--- src/rtl/tick_scheduler_pkg.sv ---
// Shared timing definitions for the snake game: scheduler states, default
// divider constants and the speed-level clamp.
package snake_timing_pkg;

  typedef enum logic [1:0] {
    ST_IDLE  = 2'd0,
    ST_RUN   = 2'd1,
    ST_PAUSE = 2'd2
  } sched_state_e;

  localparam int DEF_REFRESH_DIV   = 100000;
  localparam int DEF_BLINK_DIV     = 25000000;
  localparam int DEF_GAME_BASE_DIV = 50000000;
  localparam int DEF_GAME_STEP_DIV = 5000000;
  localparam int DEF_LEVELS        = 8;

  function automatic logic [2:0] clamp_level(input logic [2:0] lvl, input int levels);
    if (int'(lvl) > levels - 1) return 3'(levels - 1);
    return lvl;
  endfunction

endpackage

--- src/rtl/tick_scheduler_if.sv ---
// Control/status bundle between the game logic and tick_scheduler.
// The boost input exists only when TICK_SCHED_BOOST_EN is defined.
interface tick_scheduler_if;
  logic       start;
  logic       pause_tgl;
  logic       stop;
  logic [2:0] level;
`ifdef TICK_SCHED_BOOST_EN
  logic       boost;
`endif
  logic       refresh_en;
  logic       blink_en;
  logic       blink_phase;
  logic       step_en;
  logic       running;
  logic       paused;
  logic [2:0] level_cur;

`ifdef TICK_SCHED_BOOST_EN
  modport master (output start, pause_tgl, stop, level, boost,
                  input  refresh_en, blink_en, blink_phase, step_en, running, paused, level_cur);
  modport slave  (input  start, pause_tgl, stop, level, boost,
                  output refresh_en, blink_en, blink_phase, step_en, running, paused, level_cur);
`else
  modport master (output start, pause_tgl, stop, level,
                  input  refresh_en, blink_en, blink_phase, step_en, running, paused, level_cur);
  modport slave  (input  start, pause_tgl, stop, level,
                  output refresh_en, blink_en, blink_phase, step_en, running, paused, level_cur);
`endif
endinterface

--- src/rtl/tick_scheduler_strobe_div.sv ---
// Enable-gated modulo counter producing a registered one-cycle strobe the
// cycle after it wraps; wrap is exposed so the owner can act on the boundary.
module strobe_div #(
  parameter int DIV = 4,
  parameter int PW  = $clog2(DIV + 1)
) (
  input  logic          clk,
  input  logic          rst_n,
  input  logic          en,
  input  logic          clr,
  input  logic [PW-1:0] period,
  output logic          strobe,
  output logic          wrap
);

  localparam int CW = (DIV > 1) ? $clog2(DIV) : 1;

  logic [CW-1:0] cnt_q, cnt_d;
  logic          strobe_q, strobe_d;

  always_comb begin
    wrap     = en && !clr && (PW'(cnt_q) == (period - PW'(1)));
    cnt_d    = cnt_q;
    strobe_d = 1'b0;
    if (clr) begin
      cnt_d = '0;
    end else if (wrap) begin
      cnt_d    = '0;
      strobe_d = 1'b1;
    end else if (en) begin
      cnt_d = cnt_q + CW'(1);
    end
  end

  always_ff @(posedge clk or negedge rst_n) begin
    if (!rst_n) begin
      cnt_q    <= '0;
      strobe_q <= 1'b0;
    end else begin
      cnt_q    <= cnt_d;
      strobe_q <= strobe_d;
    end
  end

  assign strobe = strobe_q;

endmodule

--- src/rtl/tick_scheduler.sv ---
// Timebase strobes and game-step sequencer (IDLE/RUN/PAUSE) for the snake game.
// Define TICK_SCHED_BOOST_EN to add the boost input that halves the next period.
module tick_scheduler
  import snake_timing_pkg::*;
#(
  parameter int REFRESH_DIV   = DEF_REFRESH_DIV,
  parameter int BLINK_DIV     = DEF_BLINK_DIV,
  parameter int GAME_BASE_DIV = DEF_GAME_BASE_DIV,
  parameter int GAME_STEP_DIV = DEF_GAME_STEP_DIV,
  parameter int LEVELS        = DEF_LEVELS
) (
  input logic            clk,
  input logic            rst_n,
  tick_scheduler_if.slave bus
);

  localparam int RPW = $clog2(REFRESH_DIV + 1);
  localparam int BPW = $clog2(BLINK_DIV + 1);
  localparam int GPW = $clog2(GAME_BASE_DIV + 1);

  sched_state_e state_q, state_d;
  logic [2:0]   level_cur_q, level_cur_d;
  logic         blink_phase_q, blink_phase_d;
  logic         start_acc, game_clr, game_wrap;
  logic         refresh_wrap, blink_wrap;
  logic         refresh_strobe, blink_strobe, step_strobe;
  logic [GPW-1:0] base_period, game_period;

  assign start_acc = bus.start && !bus.stop && (state_q == ST_IDLE);
  assign game_clr  = bus.stop || start_acc;

  strobe_div #(.DIV(REFRESH_DIV), .PW(RPW)) u_refresh (
    .clk(clk), .rst_n(rst_n), .en(1'b1), .clr(1'b0),
    .period(RPW'(REFRESH_DIV)), .strobe(refresh_strobe), .wrap(refresh_wrap)
  );

  strobe_div #(.DIV(BLINK_DIV), .PW(BPW)) u_blink (
    .clk(clk), .rst_n(rst_n), .en(1'b1), .clr(1'b0),
    .period(BPW'(BLINK_DIV)), .strobe(blink_strobe), .wrap(blink_wrap)
  );

  strobe_div #(.DIV(GAME_BASE_DIV), .PW(GPW)) u_game (
    .clk(clk), .rst_n(rst_n), .en(state_q == ST_RUN), .clr(game_clr),
    .period(game_period), .strobe(step_strobe), .wrap(game_wrap)
  );

  assign base_period = GPW'(GAME_BASE_DIV) - GPW'(level_cur_q) * GPW'(GAME_STEP_DIV);

`ifdef TICK_SCHED_BOOST_EN
  logic           boost_q, boost_d;
  logic [GPW-1:0] half_period;

  // Boost is latched at the period boundary so a running period keeps its length.
  always_comb begin
    boost_d = boost_q;
    if (start_acc)      boost_d = 1'b0;
    else if (game_wrap) boost_d = bus.boost;
    half_period = base_period >> 1;
    if (half_period == '0) half_period = GPW'(1);
    game_period = boost_q ? half_period : base_period;
  end

  always_ff @(posedge clk or negedge rst_n) begin
    if (!rst_n) boost_q <= 1'b0;
    else        boost_q <= boost_d;
  end
`else
  assign game_period = base_period;
`endif

  // stop wins over everything; level_cur only changes at start or a step boundary.
  always_comb begin
    state_d       = state_q;
    level_cur_d   = level_cur_q;
    blink_phase_d = blink_phase_q ^ blink_wrap;
    if (bus.stop) begin
      state_d = ST_IDLE;
    end else begin
      case (state_q)
        ST_IDLE: begin
          if (bus.start) begin
            state_d     = ST_RUN;
            level_cur_d = clamp_level(bus.level, LEVELS);
          end
        end
        ST_RUN: begin
          if (game_wrap) level_cur_d = clamp_level(bus.level, LEVELS);
          if (bus.pause_tgl) state_d = ST_PAUSE;
        end
        ST_PAUSE: begin
          if (bus.pause_tgl) state_d = ST_RUN;
        end
        default: state_d = ST_IDLE;
      endcase
    end
  end

  always_ff @(posedge clk or negedge rst_n) begin
    if (!rst_n) begin
      state_q       <= ST_IDLE;
      level_cur_q   <= 3'd0;
      blink_phase_q <= 1'b0;
    end else begin
      state_q       <= state_d;
      level_cur_q   <= level_cur_d;
      blink_phase_q <= blink_phase_d;
    end
  end

  assign bus.refresh_en  = refresh_strobe;
  assign bus.blink_en    = blink_strobe;
  assign bus.blink_phase = blink_phase_q;
  assign bus.step_en     = step_strobe;
  assign bus.running     = (state_q == ST_RUN);
  assign bus.paused      = (state_q == ST_PAUSE);
  assign bus.level_cur   = level_cur_q;

endmodule

--- src/flat_wrapper.sv ---
// flat-port wrapper written by rule: the top's interface ports become plain ports
module tick_scheduler_flat import snake_timing_pkg::*;
#(
  parameter int REFRESH_DIV   = DEF_REFRESH_DIV,
  parameter int BLINK_DIV     = DEF_BLINK_DIV,
  parameter int GAME_BASE_DIV = DEF_GAME_BASE_DIV,
  parameter int GAME_STEP_DIV = DEF_GAME_STEP_DIV,
  parameter int LEVELS        = DEF_LEVELS
)
  (clk, rst_n, bus_start, bus_pause_tgl, bus_stop, bus_level, bus_refresh_en, bus_blink_en, bus_blink_phase, bus_step_en, bus_running, bus_paused, bus_level_cur);
  tick_scheduler_if bus_i ();
  input logic clk;
  input logic rst_n;
  input wire logic [$bits(bus_i.start)-1:0] bus_start;
  input wire logic [$bits(bus_i.pause_tgl)-1:0] bus_pause_tgl;
  input wire logic [$bits(bus_i.stop)-1:0] bus_stop;
  input wire logic [$bits(bus_i.level)-1:0] bus_level;
  output wire logic [$bits(bus_i.refresh_en)-1:0] bus_refresh_en;
  output wire logic [$bits(bus_i.blink_en)-1:0] bus_blink_en;
  output wire logic [$bits(bus_i.blink_phase)-1:0] bus_blink_phase;
  output wire logic [$bits(bus_i.step_en)-1:0] bus_step_en;
  output wire logic [$bits(bus_i.running)-1:0] bus_running;
  output wire logic [$bits(bus_i.paused)-1:0] bus_paused;
  output wire logic [$bits(bus_i.level_cur)-1:0] bus_level_cur;
  assign bus_i.start = bus_start;
  assign bus_i.pause_tgl = bus_pause_tgl;
  assign bus_i.stop = bus_stop;
  assign bus_i.level = bus_level;
  assign bus_refresh_en = bus_i.refresh_en;
  assign bus_blink_en = bus_i.blink_en;
  assign bus_blink_phase = bus_i.blink_phase;
  assign bus_step_en = bus_i.step_en;
  assign bus_running = bus_i.running;
  assign bus_paused = bus_i.paused;
  assign bus_level_cur = bus_i.level_cur;
  tick_scheduler #(.REFRESH_DIV(REFRESH_DIV), .BLINK_DIV(BLINK_DIV), .GAME_BASE_DIV(GAME_BASE_DIV), .GAME_STEP_DIV(GAME_STEP_DIV), .LEVELS(LEVELS)) u_core (.clk(clk), .rst_n(rst_n), .bus(bus_i));
endmodule
--- config.mk ---
export PLATFORM = sky130hd
export DESIGN_NAME = tick_scheduler_flat
export DESIGN_NICKNAME = d
export VERILOG_FILES = /design/src/rtl/tick_scheduler_pkg.sv /design/src/rtl/tick_scheduler_if.sv /design/src/rtl/tick_scheduler_strobe_div.sv /design/src/rtl/tick_scheduler.sv /design/src/flat_wrapper.sv
export SDC_FILE = /design/constraint.sdc
export NUM_CORES = 1
export LEC_CHECK = 0
export BUFFER_PORTS_ARGS = -buffer_cell sky130_fd_sc_hd__buf_2
export CAP_MARGIN = 20
export CORE_MARGIN = 3
export CORE_UTILIZATION = 55
export CTS_CLUSTER_DIAMETER = 80
export DETAILED_ROUTE_END_ITERATION = 10
export PLACE_DENSITY = 0.72
export SLEW_MARGIN = 15
export SYNTH_ARGS = -nofsm -noshare
export SYNTH_HDL_FRONTEND = slang
export SYNTH_SLANG_ARGS = --single-unit
--- constraint.sdc ---
create_clock -name clk -period 7.9 [get_ports clk]
set_input_delay 0.79 -clock clk [delete_from_list [all_inputs] [get_ports clk]]
set_output_delay 0.79 -clock clk [all_outputs]
set_load 0.1 [all_outputs]
==> results.md <==
* Leak at 2.441 nW
* Mapped Cells at 607
* Area contributors post-synth: dfrtp_1 36%, xnor2_1 6.8%, xor2_1 4.6%
* Area leader, netlist: dfrtp_1
* Pwr per Cell Area at 212.9 nW/um2
* TritonCTS clock tree: yes
* Highest ir drop seen on vdd at 0.0001326 V
* Worst reg2reg path depth at 15
* Routed length per placed instance at 15.58 um
* Data required time of the critical path at 8.14 ns
* Final Core Density at 60.59%
* Reg-to-Reg Start: u_core.bus.level_cur[1]$_DFFE_PN0P_
* Max-cap violations at 0
* Total die area at 10880 um2
* EDFF count, synth at 0
* Layout cells sized above 1 at 9.951%
* Final Skew at 0.01615 ns
* Clock sinks at 77
* Hold depth at 1
* Final Cycle Share at 61.92%
* Worst Path Max Fanout at 30
* Most frequent cell after synthesis: dfrtp_1
* Vias in the first global route at 4033
* Cell variety after synth at 74
* DRC viols at 0
* I/O pin count at 17
* DRT Wirelength at 11560 um
* Post-CTS Setup Inserts at 0
* Clock Latency Late Sink at 0.35 ns
* Seq/Total Area, Yosys at 36.24%
* Post-synthesis area per instance at 8.760 um2
* Total global routing overflow at 0
* Clk buf depth at 2
* R2R Setup Slk at 3.01 ns
* Antenna Cells at 0
* Placeable Area at 9328 um2
* Final Slew Violations at 0
* Gpl congestion at 0.9856
* Worst r2r dst: u_core.u_game.cnt_q[10]$_DFFE_PN0P_
* # fillers at 817
* CTS root buf: clkbuf_8
* Detail Placement HPWL at 8438 um
* Fmax at 0.2044 GHz
* Ys async rst share at 100.0%
* Critical path class: reg2reg
* FP Rows at 35
* HP Start: u_core.bus.blink_phase$_DFF_PN0_
* Die Wd at 104.3 um
* Initial core utilization at 57.01%
* Mapped Nets at 629
* Total GRT Usage at 21.26%
* Final hold vios at 0
* CP endpoint kind: register
* Post-CTS Hold Fix Bufs at 0
* Resized cells post-CTS at 0
* TritonCTS Buffers at 9
* Area share of the largest cell type after synthesis at 36.24%
* Port-buffer cells at 16
* Final nets at 630
* Via density per instance at 5.833
* Most used DFF post-synth: dfrtp_1
* First-pass GRT wire length at 19260 um
* Mapped cell area at 5318 um2
* Drt pass-1 iters at 5
* Hold Path Class: reg2reg
* Setup TNS at 0 ns
* Area growth syn-to-layout at 6.282%
* CP startpoint kind: register
* H-tree depth at 3
* Slew @ Worst Pin at 0.9781 ns
* CP Data Arrival Time at 5.13 ns
* Yosys warning count at 0
* Post-DRT Antenna Nets at 0
* DRT iter0 DRCs at 269
* Max transition margin at 34.80%
* Hold Path End: u_core.bus.blink_phase$_DFF_PN0_
* Most common library cells after synthesis: 77 x dfrtp_1, 64 x nand2_1, 57 x nor2_1
* DR vias at 4328
* Yosys reg bits at 77
* Unrepaired setup endpoints after global routing: no
* Largest net degree at the start of global routing at 78
* Status: completed
* Crit path time final at 4.891 ns
* Setup-failing EPs final at 0
* Chip height at 104.3 um
* Initial antenna violation count at 0
* Clk slew on worst S/H paths at 0.08 ns
-- where the power goes --
part	internal, mW	switching [mW]
logic	0.173	0.303
clock network	0.150	0.157
registers	0.398	0.0227
-- final cells by class --
| type | count | area (um2) | share of cell area [%] |
|---|---|---|---|
| multi-input cells | 481 | 3179 | 56.25 |
| flip-flops and latches | 77 | 1927 | 34.09 |
| well taps | 129 | 161.4 | 2.856 |
| clock buffers | 9 | 123.9 | 2.192 |
| repair buffers | 19 | 105.1 | 1.860 |
| clock inverters | 7 | 80.08 | 1.417 |
| inverters | 20 | 75.07 | 1.328 |
-- worst max-delay path by stage --
stage	to	startpoint	cells after the start
2_1_floorplan	u_core.u_game.cnt_q[11]$_DFFE_PN0P_	u_core.bus.level_cur[1]$_DFFE_PN0P_	15
3_3_place_gp	u_core.u_game.cnt_q[19]$_DFFE_PN0P_	u_core.bus.level_cur[1]$_DFFE_PN0P_	15
3_5_place_dp	u_core.u_game.cnt_q[10]$_DFFE_PN0P_	u_core.bus.level_cur[1]$_DFFE_PN0P_	15
4_1_cts	u_core.u_game.cnt_q[10]$_DFFE_PN0P_	u_core.bus.level_cur[1]$_DFFE_PN0P_	15
5_1_grt	u_core.u_game.cnt_q[10]$_DFFE_PN0P_	u_core.bus.level_cur[1]$_DFFE_PN0P_	15
6_report	u_core.u_game.cnt_q[10]$_DFFE_PN0P_	u_core.bus.level_cur[1]$_DFFE_PN0P_	15
-- worst max-delay path: stages (launching register included) --
cell and delay [ns]:
dfrtp_1 0.90, inv_1 0.23, ha_1 0.48, xor2_2 0.24
inv_1 0.14, ha_1 0.29, o311ai_2 0.33, mux2i_1 0.31
o2111ai_4 0.27, xor2_1 0.21, o22ai_1 0.12, nor4_1 0.51
a31oi_2 0.15, buf_4 0.25, a21o_1 0.19, a21o_1 0.17
-- state kept, by name (all words and copies together), names as in the netlist --
name                     cells
u_core.u_blink.cnt_q        25
u_core.u_refresh.strobe      1
u_core.u_refresh.cnt_q      17
u_core.u_game.strobe         1
u_core.bus.blink_phase       1
u_core.state_q               2
u_core.bus.level_cur         3
u_core.u_game.cnt_q         26
u_core.u_blink.strobe        1
-- metrics by stage --
stage               setup slack (ns)  cell area (um2)  total power [mW]  std cells  hold WS, ns
CTS                            3.039             5652             1.204        742       0.4728
floorplan                      3.352             5318            0.8066        607       0.4329
global placement               3.233             5448            0.8860        726       0.4540
global route                   2.533             5652             1.271        742       0.5122
finish                         3.009             5652             1.203        742       0.4700
detailed placement             3.056             5448            0.8929        726       0.4554
-- cell usage in the layout, fill, tap and decap left out, types with 9 or more instances in the layout --
master	Yosys	routed
o21ai_1	9	9
nor2b_1	11	11
nand3_1	44	44
inv_1	20	20
nand2_1	64	64
ha_1	13	13
o21ai_0	19	19
xnor2_1	41	41
nor2_1	57	57
xor2_1	28	28
clkbuf_8	0	9
a21oi_1	23	23
and3_1	15	15
nand4_1	13	13
a21o_1	10	10
nor3_1	24	24
dfrtp_1	77	77
buf_2	8	15
-- logic make-up after synthesis --
kind of cell	synth area share, %
adders and majority gates	3.435
xor gates and xnor gates	11.98
muxes	2.400
DFF	36.24
and+or+nand+nor	26.89
buffers and inverters	4.212
AOI/OAI and AO/OA	14.85
-- layer usage --
metal | track usage, % | up-vias | share of wire [%]
li1 | - | 2147 | -
met1 | 31.87 | 2046 | 50
met2 | 31.46 | 118 | 44
met3 | 3.352 | 17 | 4.4
met4 | 6.553 | 0 | 1.8
met5 | 0 | - | 0
Note: power is estimated with default switching activity, not from simulation.
